--- config.mk ---
export PLATFORM = sky130hd
export DESIGN_NAME = pe_layer_sequencer
export DESIGN_NICKNAME = d
export VERILOG_FILES = /design/src/rtl/pe_layer_sequencer.sv
export SDC_FILE = /design/constraint.sdc
export NUM_CORES = 1
export LEC_CHECK = 0
export ABC_AREA = 0
export CORE_AREA = 2 2 210 212
export CTS_BUF_LIST = sky130_fd_sc_hd__clkbuf_8
export DETAILED_ROUTE_END_ITERATION = 10
export DIE_AREA = 0 0 212 214
export PLACE_DENSITY = 0.73
export RECOVER_POWER = 100
export REMOVE_ABC_BUFFERS = 1
export SYNTH_ARGS = -nofsm -noshare
export SYNTH_HDL_FRONTEND = slang
export SYNTH_SLANG_ARGS = --single-unit
--- constraint.sdc ---
create_clock -name clk -period 8.8 [get_ports clk]
set_input_delay 0.88 -clock clk [delete_from_list [all_inputs] [get_ports clk]]
set_output_delay 0.88 -clock clk [all_outputs]
set_load 0.1 [all_outputs]
--- src/rtl/pe_layer_sequencer.sv ---
`default_nettype none
// +----------------------------------------------------------------------------+
// | pe_layer_sequencer                                                         |
// | Configures one PE for a layer, feeds its input FIFOs from local buffers    |
// | and drains its opsum FIFO into the output buffer.                          |
// | Revision: 1.0                                                              |
// +----------------------------------------------------------------------------+

module pe_layer_feeder #(
   parameter int ADDR_WIDTH = 12,
   parameter int DATA_WIDTH = 16
) (
   input  logic                  clk,
   input  logic                  reset,
   input  logic                  clear,
   input  logic                  run,
   input  logic [ADDR_WIDTH-1:0] count,
   input  logic                  full,
   input  logic [DATA_WIDTH-1:0] rd_data,
   output logic                  rd_en,
   output logic [ADDR_WIDTH-1:0] rd_addr,
   output logic                  push,
   output logic [DATA_WIDTH-1:0] data,
   output logic                  finished
);
   logic [ADDR_WIDTH-1:0] sent_q, sent_d;
   logic                  pend_q, pend_d;

   // pend_q marks the PUSH phase: the word read last cycle is on rd_data now
   always_comb begin
      sent_d  = sent_q;
      pend_d  = pend_q;
      rd_en   = 1'b0;
      rd_addr = '0;
      push    = 1'b0;
      data    = '0;
      if (clear) begin
         sent_d = '0;
         pend_d = 1'b0;
      end else if (run) begin
         if (pend_q) begin
            push   = 1'b1;
            data   = rd_data;
            sent_d = sent_q + 1'b1;
            pend_d = 1'b0;
         end else if ((sent_q < count) && !full) begin
            rd_en   = 1'b1;
            rd_addr = sent_q;
            pend_d  = 1'b1;
         end
      end
      finished = (sent_d == count);
   end

   always_ff @(posedge clk) begin
      if (!reset) begin
         sent_q <= '0;
         pend_q <= 1'b0;
      end else begin
         sent_q <= sent_d;
         pend_q <= pend_d;
      end
   end
endmodule

module pe_layer_sequencer #(
   parameter int ADDR_WIDTH        = 12,
   parameter int DATA_WIDTH_IFMAP  = 16,
   parameter int DATA_WIDTH_FILTER = 64,
   parameter int DATA_WIDTH_PSUM   = 64,
   parameter int S_WIDTH           = 5,
   parameter int F_WIDTH           = 6,
   parameter int U_WIDTH           = 3,
   parameter int N_WIDTH           = 3,
   parameter int P_WIDTH           = 5,
   parameter int Q_WIDTH           = 3
) (
   input  logic                         clk,
   input  logic                         reset,
   input  logic                         start,
   input  logic [S_WIDTH-1:0]           layer_S,
   input  logic [F_WIDTH-1:0]           layer_F,
   input  logic [U_WIDTH-1:0]           layer_U,
   input  logic [N_WIDTH-1:0]           layer_n,
   input  logic [P_WIDTH-1:0]           layer_p,
   input  logic [Q_WIDTH-1:0]           layer_q,
   output logic                         busy,
   output logic                         done,
   output logic                         pe_enable,
   output logic                         pe_configure,
   output logic [S_WIDTH-1:0]           pe_S,
   output logic [F_WIDTH-1:0]           pe_F,
   output logic [U_WIDTH-1:0]           pe_U,
   output logic [N_WIDTH-1:0]           pe_n,
   output logic [P_WIDTH-1:0]           pe_p,
   output logic [Q_WIDTH-1:0]           pe_q,
   output logic                         ifmap_rd_en,
   output logic [ADDR_WIDTH-1:0]        ifmap_rd_addr,
   input  logic [DATA_WIDTH_IFMAP-1:0]  ifmap_rd_data,
   output logic                         filter_rd_en,
   output logic [ADDR_WIDTH-1:0]        filter_rd_addr,
   input  logic [DATA_WIDTH_FILTER-1:0] filter_rd_data,
   output logic                         ipsum_rd_en,
   output logic [ADDR_WIDTH-1:0]        ipsum_rd_addr,
   input  logic [DATA_WIDTH_PSUM-1:0]   ipsum_rd_data,
   output logic                         push_ifmap,
   output logic                         push_filter,
   output logic                         push_ipsum,
   output logic [DATA_WIDTH_IFMAP-1:0]  ifmap,
   output logic [DATA_WIDTH_FILTER-1:0] filter,
   output logic [DATA_WIDTH_PSUM-1:0]   ipsum,
   input  logic                         ifmap_fifo_full,
   input  logic                         filter_fifo_full,
   input  logic                         ipsum_fifo_full,
   output logic                         pop_opsum,
   input  logic [DATA_WIDTH_PSUM-1:0]   opsum,
   input  logic                         opsum_fifo_empty,
   output logic                         out_wr_en,
   output logic [ADDR_WIDTH-1:0]        out_wr_addr,
   output logic [DATA_WIDTH_PSUM-1:0]   out_wr_data
);
   localparam int CW = ADDR_WIDTH + 2;

   typedef enum logic [1:0] {
      IDLE   = 2'd0,
      CONFIG = 2'd1,
      STREAM = 2'd2,
      DONE   = 2'd3
   } state_t;

   state_t                state_q, state_d;
   logic [S_WIDTH-1:0]    s_q, s_d;
   logic [F_WIDTH-1:0]    f_q, f_d;
   logic [U_WIDTH-1:0]    u_q, u_d;
   logic [N_WIDTH-1:0]    n_q, n_d;
   logic [P_WIDTH-1:0]    p_q, p_d;
   logic [Q_WIDTH-1:0]    q_q, q_d;
   logic [ADDR_WIDTH-1:0] n_ifm_q, n_ifm_d, n_flt_q, n_flt_d, n_psum_q, n_psum_d;
   logic [ADDR_WIDTH-1:0] rcv_q, rcv_d;
   logic                  gap_q, gap_d;
   logic                  pe_enable_q, pe_enable_d;
   logic                  fields_ok, stream_done;
   logic                  ifm_fin, flt_fin, ips_fin;
   logic [ADDR_WIDTH-1:0] w_c, ifm_c;
   logic [CW-1:0]         flt_c, psum_c;

   assign fields_ok = (|layer_S) && (|layer_F) && (|layer_U) &&
                      (|layer_n) && (|layer_p) && (|layer_q);

   // Products wrap modulo the buffer width; the two extra bits feed the >>2
   assign w_c    = (ADDR_WIDTH'(f_q) - ADDR_WIDTH'(1)) * ADDR_WIDTH'(u_q) + ADDR_WIDTH'(s_q);
   assign ifm_c  = ADDR_WIDTH'(n_q) * w_c * ADDR_WIDTH'(q_q);
   assign flt_c  = CW'(p_q) * CW'(q_q) * CW'(s_q);
   assign psum_c = CW'(p_q) * CW'(n_q) * CW'(f_q);

   always_comb begin
      state_d  = state_q;
      s_d      = s_q;
      f_d      = f_q;
      u_d      = u_q;
      n_d      = n_q;
      p_d      = p_q;
      q_d      = q_q;
      n_ifm_d  = n_ifm_q;
      n_flt_d  = n_flt_q;
      n_psum_d = n_psum_q;
      case (state_q)
         IDLE: begin
            if (start && fields_ok) begin
               s_d     = layer_S;
               f_d     = layer_F;
               u_d     = layer_U;
               n_d     = layer_n;
               p_d     = layer_p;
               q_d     = layer_q;
               state_d = CONFIG;
            end
         end
         CONFIG: begin
            n_ifm_d  = ifm_c;
            n_flt_d  = flt_c[CW-1:2];
            n_psum_d = psum_c[CW-1:2];
            state_d  = STREAM;
         end
         STREAM:  if (stream_done) state_d = DONE;
         DONE:    state_d = IDLE;
         default: state_d = IDLE;
      endcase
   end

   assign busy         = (state_q != IDLE);
   assign done         = (state_q == DONE);
   assign pe_configure = (state_q == CONFIG);
   assign pe_S         = pe_configure ? s_q : '0;
   assign pe_F         = pe_configure ? f_q : '0;
   assign pe_U         = pe_configure ? u_q : '0;
   assign pe_n         = pe_configure ? n_q : '0;
   assign pe_p         = pe_configure ? p_q : '0;
   assign pe_q         = pe_configure ? q_q : '0;
   assign pe_enable_d  = 1'b1;
   assign pe_enable    = pe_enable_q;

   pe_layer_feeder #(.ADDR_WIDTH(ADDR_WIDTH), .DATA_WIDTH(DATA_WIDTH_IFMAP)) u_ifmap_feeder (
      .clk(clk), .reset(reset), .clear(pe_configure), .run(state_q == STREAM),
      .count(n_ifm_q), .full(ifmap_fifo_full), .rd_data(ifmap_rd_data),
      .rd_en(ifmap_rd_en), .rd_addr(ifmap_rd_addr), .push(push_ifmap),
      .data(ifmap), .finished(ifm_fin)
   );

   pe_layer_feeder #(.ADDR_WIDTH(ADDR_WIDTH), .DATA_WIDTH(DATA_WIDTH_FILTER)) u_filter_feeder (
      .clk(clk), .reset(reset), .clear(pe_configure), .run(state_q == STREAM),
      .count(n_flt_q), .full(filter_fifo_full), .rd_data(filter_rd_data),
      .rd_en(filter_rd_en), .rd_addr(filter_rd_addr), .push(push_filter),
      .data(filter), .finished(flt_fin)
   );

   pe_layer_feeder #(.ADDR_WIDTH(ADDR_WIDTH), .DATA_WIDTH(DATA_WIDTH_PSUM)) u_ipsum_feeder (
      .clk(clk), .reset(reset), .clear(pe_configure), .run(state_q == STREAM),
      .count(n_psum_q), .full(ipsum_fifo_full), .rd_data(ipsum_rd_data),
      .rd_en(ipsum_rd_en), .rd_addr(ipsum_rd_addr), .push(push_ipsum),
      .data(ipsum), .finished(ips_fin)
   );

   // Collector: gap_q forces an idle cycle after each pop so empty can settle
   always_comb begin
      rcv_d       = rcv_q;
      gap_d       = 1'b0;
      pop_opsum   = 1'b0;
      out_wr_en   = 1'b0;
      out_wr_addr = '0;
      out_wr_data = '0;
      if (state_q == CONFIG) begin
         rcv_d = '0;
      end else if ((state_q == STREAM) && !gap_q && !opsum_fifo_empty && (rcv_q < n_psum_q)) begin
         pop_opsum   = 1'b1;
         out_wr_en   = 1'b1;
         out_wr_addr = rcv_q;
         out_wr_data = opsum;
         rcv_d       = rcv_q + 1'b1;
         gap_d       = 1'b1;
      end
   end

   // Looks at next-cycle counts so done follows the final transfer directly
   assign stream_done = ifm_fin && flt_fin && ips_fin && (rcv_d == n_psum_q);

   always_ff @(posedge clk) begin
      if (!reset) begin
         state_q     <= IDLE;
         s_q         <= '0;
         f_q         <= '0;
         u_q         <= '0;
         n_q         <= '0;
         p_q         <= '0;
         q_q         <= '0;
         n_ifm_q     <= '0;
         n_flt_q     <= '0;
         n_psum_q    <= '0;
         rcv_q       <= '0;
         gap_q       <= 1'b0;
         pe_enable_q <= 1'b0;
      end else begin
         state_q     <= state_d;
         s_q         <= s_d;
         f_q         <= f_d;
         u_q         <= u_d;
         n_q         <= n_d;
         p_q         <= p_d;
         q_q         <= q_d;
         n_ifm_q     <= n_ifm_d;
         n_flt_q     <= n_flt_d;
         n_psum_q    <= n_psum_d;
         rcv_q       <= rcv_d;
         gap_q       <= gap_d;
         pe_enable_q <= pe_enable_d;
      end
   end
endmodule

`default_nettype wire

* Word level (Yosys, flattened, before mapping) *
Index checks and enable logic that the tools add are counted.

word-level totals
  register bits = 115
  bits in latches = 0
  memory bits (writable) = 0
  ROM bits = 0
  input port bits = 240
  output and inout bits = 293
  logic and storage cells = 146
  memories = 0

cells by class
  add/sub/neg operators = 6
  multiply operators = 7
  div/mod/pow operators = 0
  order comparisons = 4
  equality and inequality tests = 9
  shift-type cells = 0
  multiplexer cells = 69
  bitwise operators = 1
  reductions and logical operators = 31

operators by type and width
  cell                   count
  $mux 64                8
  $mux 12                25
  $add 12x1->12 const B  4
  $mux 16                3
  $eq 12x12->1           3
  $lt 12x12->1           3
  $mux 1                 24
  $mul 5x3->8            2
  $logic_and 1x1->1      15
  $mul 8x6->14           1
  $mul 8x5->13           1
  $add 11x6->12          1
  $eq 12x11->1           1
  $lt 12x11->1           1
  $mul 12x3->12          1
  $mul 3x12->12          1
  $mul 7x4->11           1
  $mux 5                 2
  $reduce_or 5->1        2
  $mux 3                 3
  $reduce_or 3->1        3
  $pmux 2 s4             1
  $sub 6x1->7 const B    1
  $mux 6                 1
  11 further kinds       19

* Depth between registers and ports, before layout *
  depth in word-level cells = 10
  mapped depth = 34
  depth with buffers taken out = 33

* Cells and area by module *
A second synthesis with hierarchy kept.

second synthesis, totals
  cells, all modules = 1912
  area, all modules = 14956.8 um2

by module, submodules not included
  module                              instances  cells an instance  area an instance (um2)  sequential area each (um2)
  pe_layer_sequencer                  1          1238               9948.3                  1521.5
  pe_layer_feeder at u_ipsum_feeder   1          248                1810.5                  260.2
  pe_layer_feeder at u_filter_feeder  1          231                1690.4                  260.2
  pe_layer_feeder at u_ifmap_feeder   1          195                1507.7                  260.2

* Least setup slack after synthesis *
OpenSTA, ideal clock, no wires.

  path kind = reg-to-reg
  start = register f_q[0]
  end = register n_ifm_q[11]
  library setup time = 0.074 ns
  arrival time = 7.312 ns
  required time = 8.726 ns
  slack = 1.414 ns
  cell stages (with the launch flop) = 33
  buffers on the path = 1
  period minus slack after synthesis = 7.386 ns
  path through = dfxtp_1 -> clkbuf_1 -> inv_1 -> ha_1 -> xor2_1 -> and2_1 -> ha_1 -> inv_1 -> fa_1 -> fa_1 -> inv_1 -> ha_1 -> nor2b_1 -> o21ai_0 -> nor2b_1 -> xnor2_1 -> and2_1 -> fa_1 -> ha_1 -> a21oi_1 -> nor2b_1 -> o21a_1 -> nor2_1 -> xnor2_1 -> nand2_1 -> fa_1 -> inv_1 -> ha_1 -> o41ai_1 -> o21ai_0 -> xnor3_1 -> or3_1 -> a31oi_1

between the ends
  cells in the longest elaborated chain, start to end = 5

ends and longest elaborated chain
  what                    line  text
  start, declared         133   logic [F_WIDTH-1:0] f_q, f_d;
  start signal, assigned  251   f_q <= '0;
  start signal, assigned  265   f_q <= f_d;
  $sub 6x1->7             151   assign w_c = (ADDR_WIDTH'(f_q) - ADDR_WIDTH'(1)) * ADDR_WIDTH'(u_q) + ADDR_WIDTH'(s_q);
  $mul 7x4->11            151
  $add 11x6->12           151
  $mul 3x12->12           152   assign ifm_c = ADDR_WIDTH'(n_q) * w_c * ADDR_WIDTH'(q_q);
  $mul 12x3->12           152
  end signal, assigned    270   n_ifm_q <= n_ifm_d;
  end, declared           138   logic [ADDR_WIDTH-1:0] n_ifm_q, n_ifm_d, n_flt_q, n_flt_d, n_psum_q, n_psum_d;

No other way between the ends.
A chain may end at the register's enable or synchronous reset.

* Worst setup path after layout *
Ends and elaborated chain as after synthesis.

==> results.md <==
CTS:
- The root buffer cell chosen for the clock tree is clkbuf_8.
- For the worst-skew pair, the clock arrives at the later sink with an insertion delay of 0.46 ns.
- In this run, CTS created clock tree buffers numbering 17.
- In this run the post-CTS setup repair buffer count came out at 0.
- The CTS H-tree depth is 4.
- The number of buffers inserted by hold repair at cts is 0.
- The clock sink count is 115.
- The number of gates given a new drive strength after cts is 0.
- The clock-pin slew on the worst setup and hold paths is ~0.080 ns.
- The CTS tree is done.
- The clock passes through at most 2 buffers.

Route:
- The wire length reported by the detailed router is 61800 um.
- After the first detailed-routing iteration, the DRC count stood at 982.
- The routed length per placed instance is 21.0 um.
- The routed layout has around 15k vias.
- In the routed design, unresolved DRC markers number 0.
- The count of TritonRoute iterations in the first routing pass is 7.
- The antenna violation net count after detailed routing is 0.
- The vias per cell is 5.12.

Power and ir drop:
- The internal power of the cells totals around 1.3 mW.
- Of the total power, the share spent switching nets is 0.455.
- The clock share of power is 0.242.
- Of the total power, combinational logic draws 0.491.
- The switching power total is 1.09 mW.
- The static leakage power is 10.2 nW.
- The peak supply drop is between 0.15 and 0.2 mV.
- The sum of internal, switching and leakage power is 2.40 mW.
- The cell area power density is 114 nW/um^2.
- The portion of total power attributed to sequential cells is 0.266.

Hold path:
- The worst hold-check path type is flop to flop.

Global routing:
- After global routing, the most crowded layer is met2.
- The fraction of met2 tracks used by global routing is 0.452.
- For this run, global-route usage on met3 was measured as 0.0488.
- For this run, the total global-route usage over all layers was measured as 0.266.
- The global routing usage on met1 is 0.329.
- The number of global-route vias before repair was 14.7k.
- Entering global routing, the biggest net connects roughly 120 pins.
- The number of antenna violations at the first check in global routing was 14.
- For this run the aggregate overflow at the end of global routing stands at 0.
- The first-pass GRT wire length is 90900 um.

Cells and area:
- The final design utilization is 0.491.
- The share of cells above drive strength 1 is 0.0294.
- The filler cells instantiated in the layout total 4055.
- The final layout contains 2814 nets.
- Once layout is complete, the cells apart from fillers number about 2.9k.
- The area growth from synthesis to layout is 41.9%.

Synthesis:
- The count of flip-flops with a built-in enable after synthesis is 0.
- Among all cell types in the netlist, the one instantiated most often is and2_1.
- The commonest cells after synthesis are 266 x and2_1, 177 x inv_1, 160 x nand2_1.
- In this run, synthesis produced a sequential element count of 115.
- The main flop type after synthesis is dfxtp_1.
- The yosys synthesis warning count is 0.
- Yosys attributes the largest share of cell area to dfxtp_1 15%, ha_1 13%, and2_1 11%, fa_1 11%, inv_1 4.5%.
- Of all flip-flops after synthesis, the portion carrying an async set or reset was 0.
- The summed instance area of the synthesized netlist is 14900 sq um.
- The synthesized instance count is roughly 1.9k.
- The sequential element share of the synthesized area is 0.155.
- The dominant cell type by area after synthesis is dfxtp_1.
- The distinct cell type count of the synthesized netlist is 81.
- The share of synthesized area in the top cell type comes to 0.155.
- A synthesized cell averages around 8 sq um.

Critical path:
- The worst setup path is of the flop to flop kind.
- The most used cell along the critical path is ha_1.
- The element type at the critical path end is a flop.
- The largest incremental delay on the critical path is 0.58 ns.
- The type of origin of the critical path is a flop.
- The arrival time reported for the critical path endpoint is 8.37 ns.
- Along the worst path, the maximum fanout reaches 13.
- On the critical path, the stage with the largest delay is an instance of fa_1.
- For the worst setup path, the data required time is 9.18 ns.

Placement:
- The congestion estimate from routability-driven global placement came to 0.955.
- Detailed placement ended at an HPWL of 51100 um.
- The post-placement cell count is around 2.9k.
- The number of buffers added on ports is between 500 and 600.
- Before CTS, the worst setup slack after placement is 0.885 ns.

Floorplan:
- The floorplan die width is 212 um.
- The standard-cell row count is 76.
- The total I/O pin count is between 500 and 600.
- The die covers around 45000 sq um.
- The initial utilization of the core area, before any placement, comes to 0.346.
- The height of the chip is 214 um.
- In this run the standard cell core region covers 42900 sq um.

STA:
- Setup violations remaining at the end of the flow were counted as 0.
- For the pin with the worst max-slew slack, the measured transition is 3.07 ns.
- Setup repair after global routing left no endpoint under its margin.
- The post-route fraction of the period consumed by the critical path is 0.907.
- Static timing analysis puts the maximum clock frequency at 0.125 GHz.
- The final period demand of the worst path is 7.99 ns.
- The clock tree skew after final layout is around 0.02 ns.
- The number of failing hold endpoints at the final stage is 0.
- The final count of pins violating max slew is 234.
- The slack of the critical path is 0.815 ns.
- The headroom to the max-slew limit is -1.05.

Job:
- The tool flagged a number of max-cap violations equal to 7.

Status:
- The checks that failed: max-capacitance violations, max-slew violations.
- The flow ran to the end, but the final reports show violations.
==> per-layer routing <==
layer,up-vias,part of all wire
met2,568,0.48
met5,-,0
li1,7217,-
met1,7211,0.41
met3,90,0.066
met4,0,0.037
==> flip-flops by register name, summed over array words and instances (netlist names), 5 cells and up <==
name                    cells
rcv_q                      12
s_q                         5
n_psum_q                   12
u_filter_feeder.sent_q     12
f_q                         6
n_ifm_q                    12
u_ipsum_feeder.sent_q      12
u_ifmap_feeder.sent_q      12
p_q                         5
n_flt_q                    11
==> path summary, 6_finish.rpt <==
path | startpoint | endpoint | slack (ns) | cells after the start
worst min register to register | state_q[1] | state_q[1] | 0.53 | 2
worst min-delay path | state_q[1] | state_q[1] | 0.53 | 2
worst max register to register | f_q[0] | n_ifm_q[11] | 0.81 | 31
worst max-delay path | f_q[0] | n_ifm_q[11] | 0.81 | 31
==> metrics by stage <==
step	setup TNS, ns	hold WS (ns)	area [sq um]
2_1_floorplan	-32.23	0.471	14500
3_3_place_gp	0	0.483	20600
3_5_place_dp	0	0.509	20600
4_1_cts	0	0.520	21100
5_1_grt	0	0.565	21100
6_report	0	0.526	21100
==> final cells by class <==
class	instances	area, sq um	share of cell area
tap	585	732	0.0347
inverter	178	668	0.0317
clock inverter	15	214	0.0102
timing repair buffer	542	5380	0.255
multi-input combinational	1482	11500	0.547
antenna	11	27.5	0.00131
clock buffer	17	234	0.0111
sequential	115	2300	0.109
==> cells in the final DEF (no fill, tap or decap), types with 8 or more instances in the layout <==
cell type and count:
nor3_1 28, or4_1 10, dfxtp_1 114, and2_0 18, a21oi_1 63, buf_4 9
nor2b_1 73, ha_1 156, nand3_1 28, o21ai_0 43, a21o_1 36, fa_1 81
o21bai_1 16, clkdlybuf4s50_1 239, inv_1 178, nand4_1 16, nor3b_1 11, a211oi_1 10
nand2b_1 16, and2_1 248, nand2_1 160, nor2_1 87, dlygate4sd3_1 287, xnor2_1 72
and3_1 92, diode_2 11, clkbuf_8 17, xor2_1 20, mux2i_1 48, or3_1 10
nor4_1 8
==> worst max-delay path: cells and delay by family, from the launching register on <==
kind	cells	cell delay [ns]
buffers and inverters	4	0.27
DFF	1	0.57
adders and majority gates	9	3.30
AOI/OAI and AO/OA	6	1.49
and+or+nand+nor	8	1.41
xor gates and xnor gates	4	0.88
==> power groups by stage <==
stage / combinational, mW / sequential (mW) / clock, mW
finish: 1.18 / 0.639 / 0.581
detailed placement: 1.19 / 0.650 / 0
global placement: 1.17 / 0.647 / 0
global route: 1.28 / 0.647 / 0.612
CTS: 1.20 / 0.638 / 0.587
floorplan: 0.785 / 0.614 / 0
==> logic make-up after synthesis <==
kind of cell             synth area share
flip-flops                          0.155
adder cells (fa/ha/maj)             0.241
XOR/XNOR                           0.0633
AO/OA/AOI/OAI                       0.119
AND/OR/NAND/NOR                     0.316
multiplexers                       0.0346
buffers and inverters              0.0703
other                            0.000252
Power figures use the tool's default switching activity.
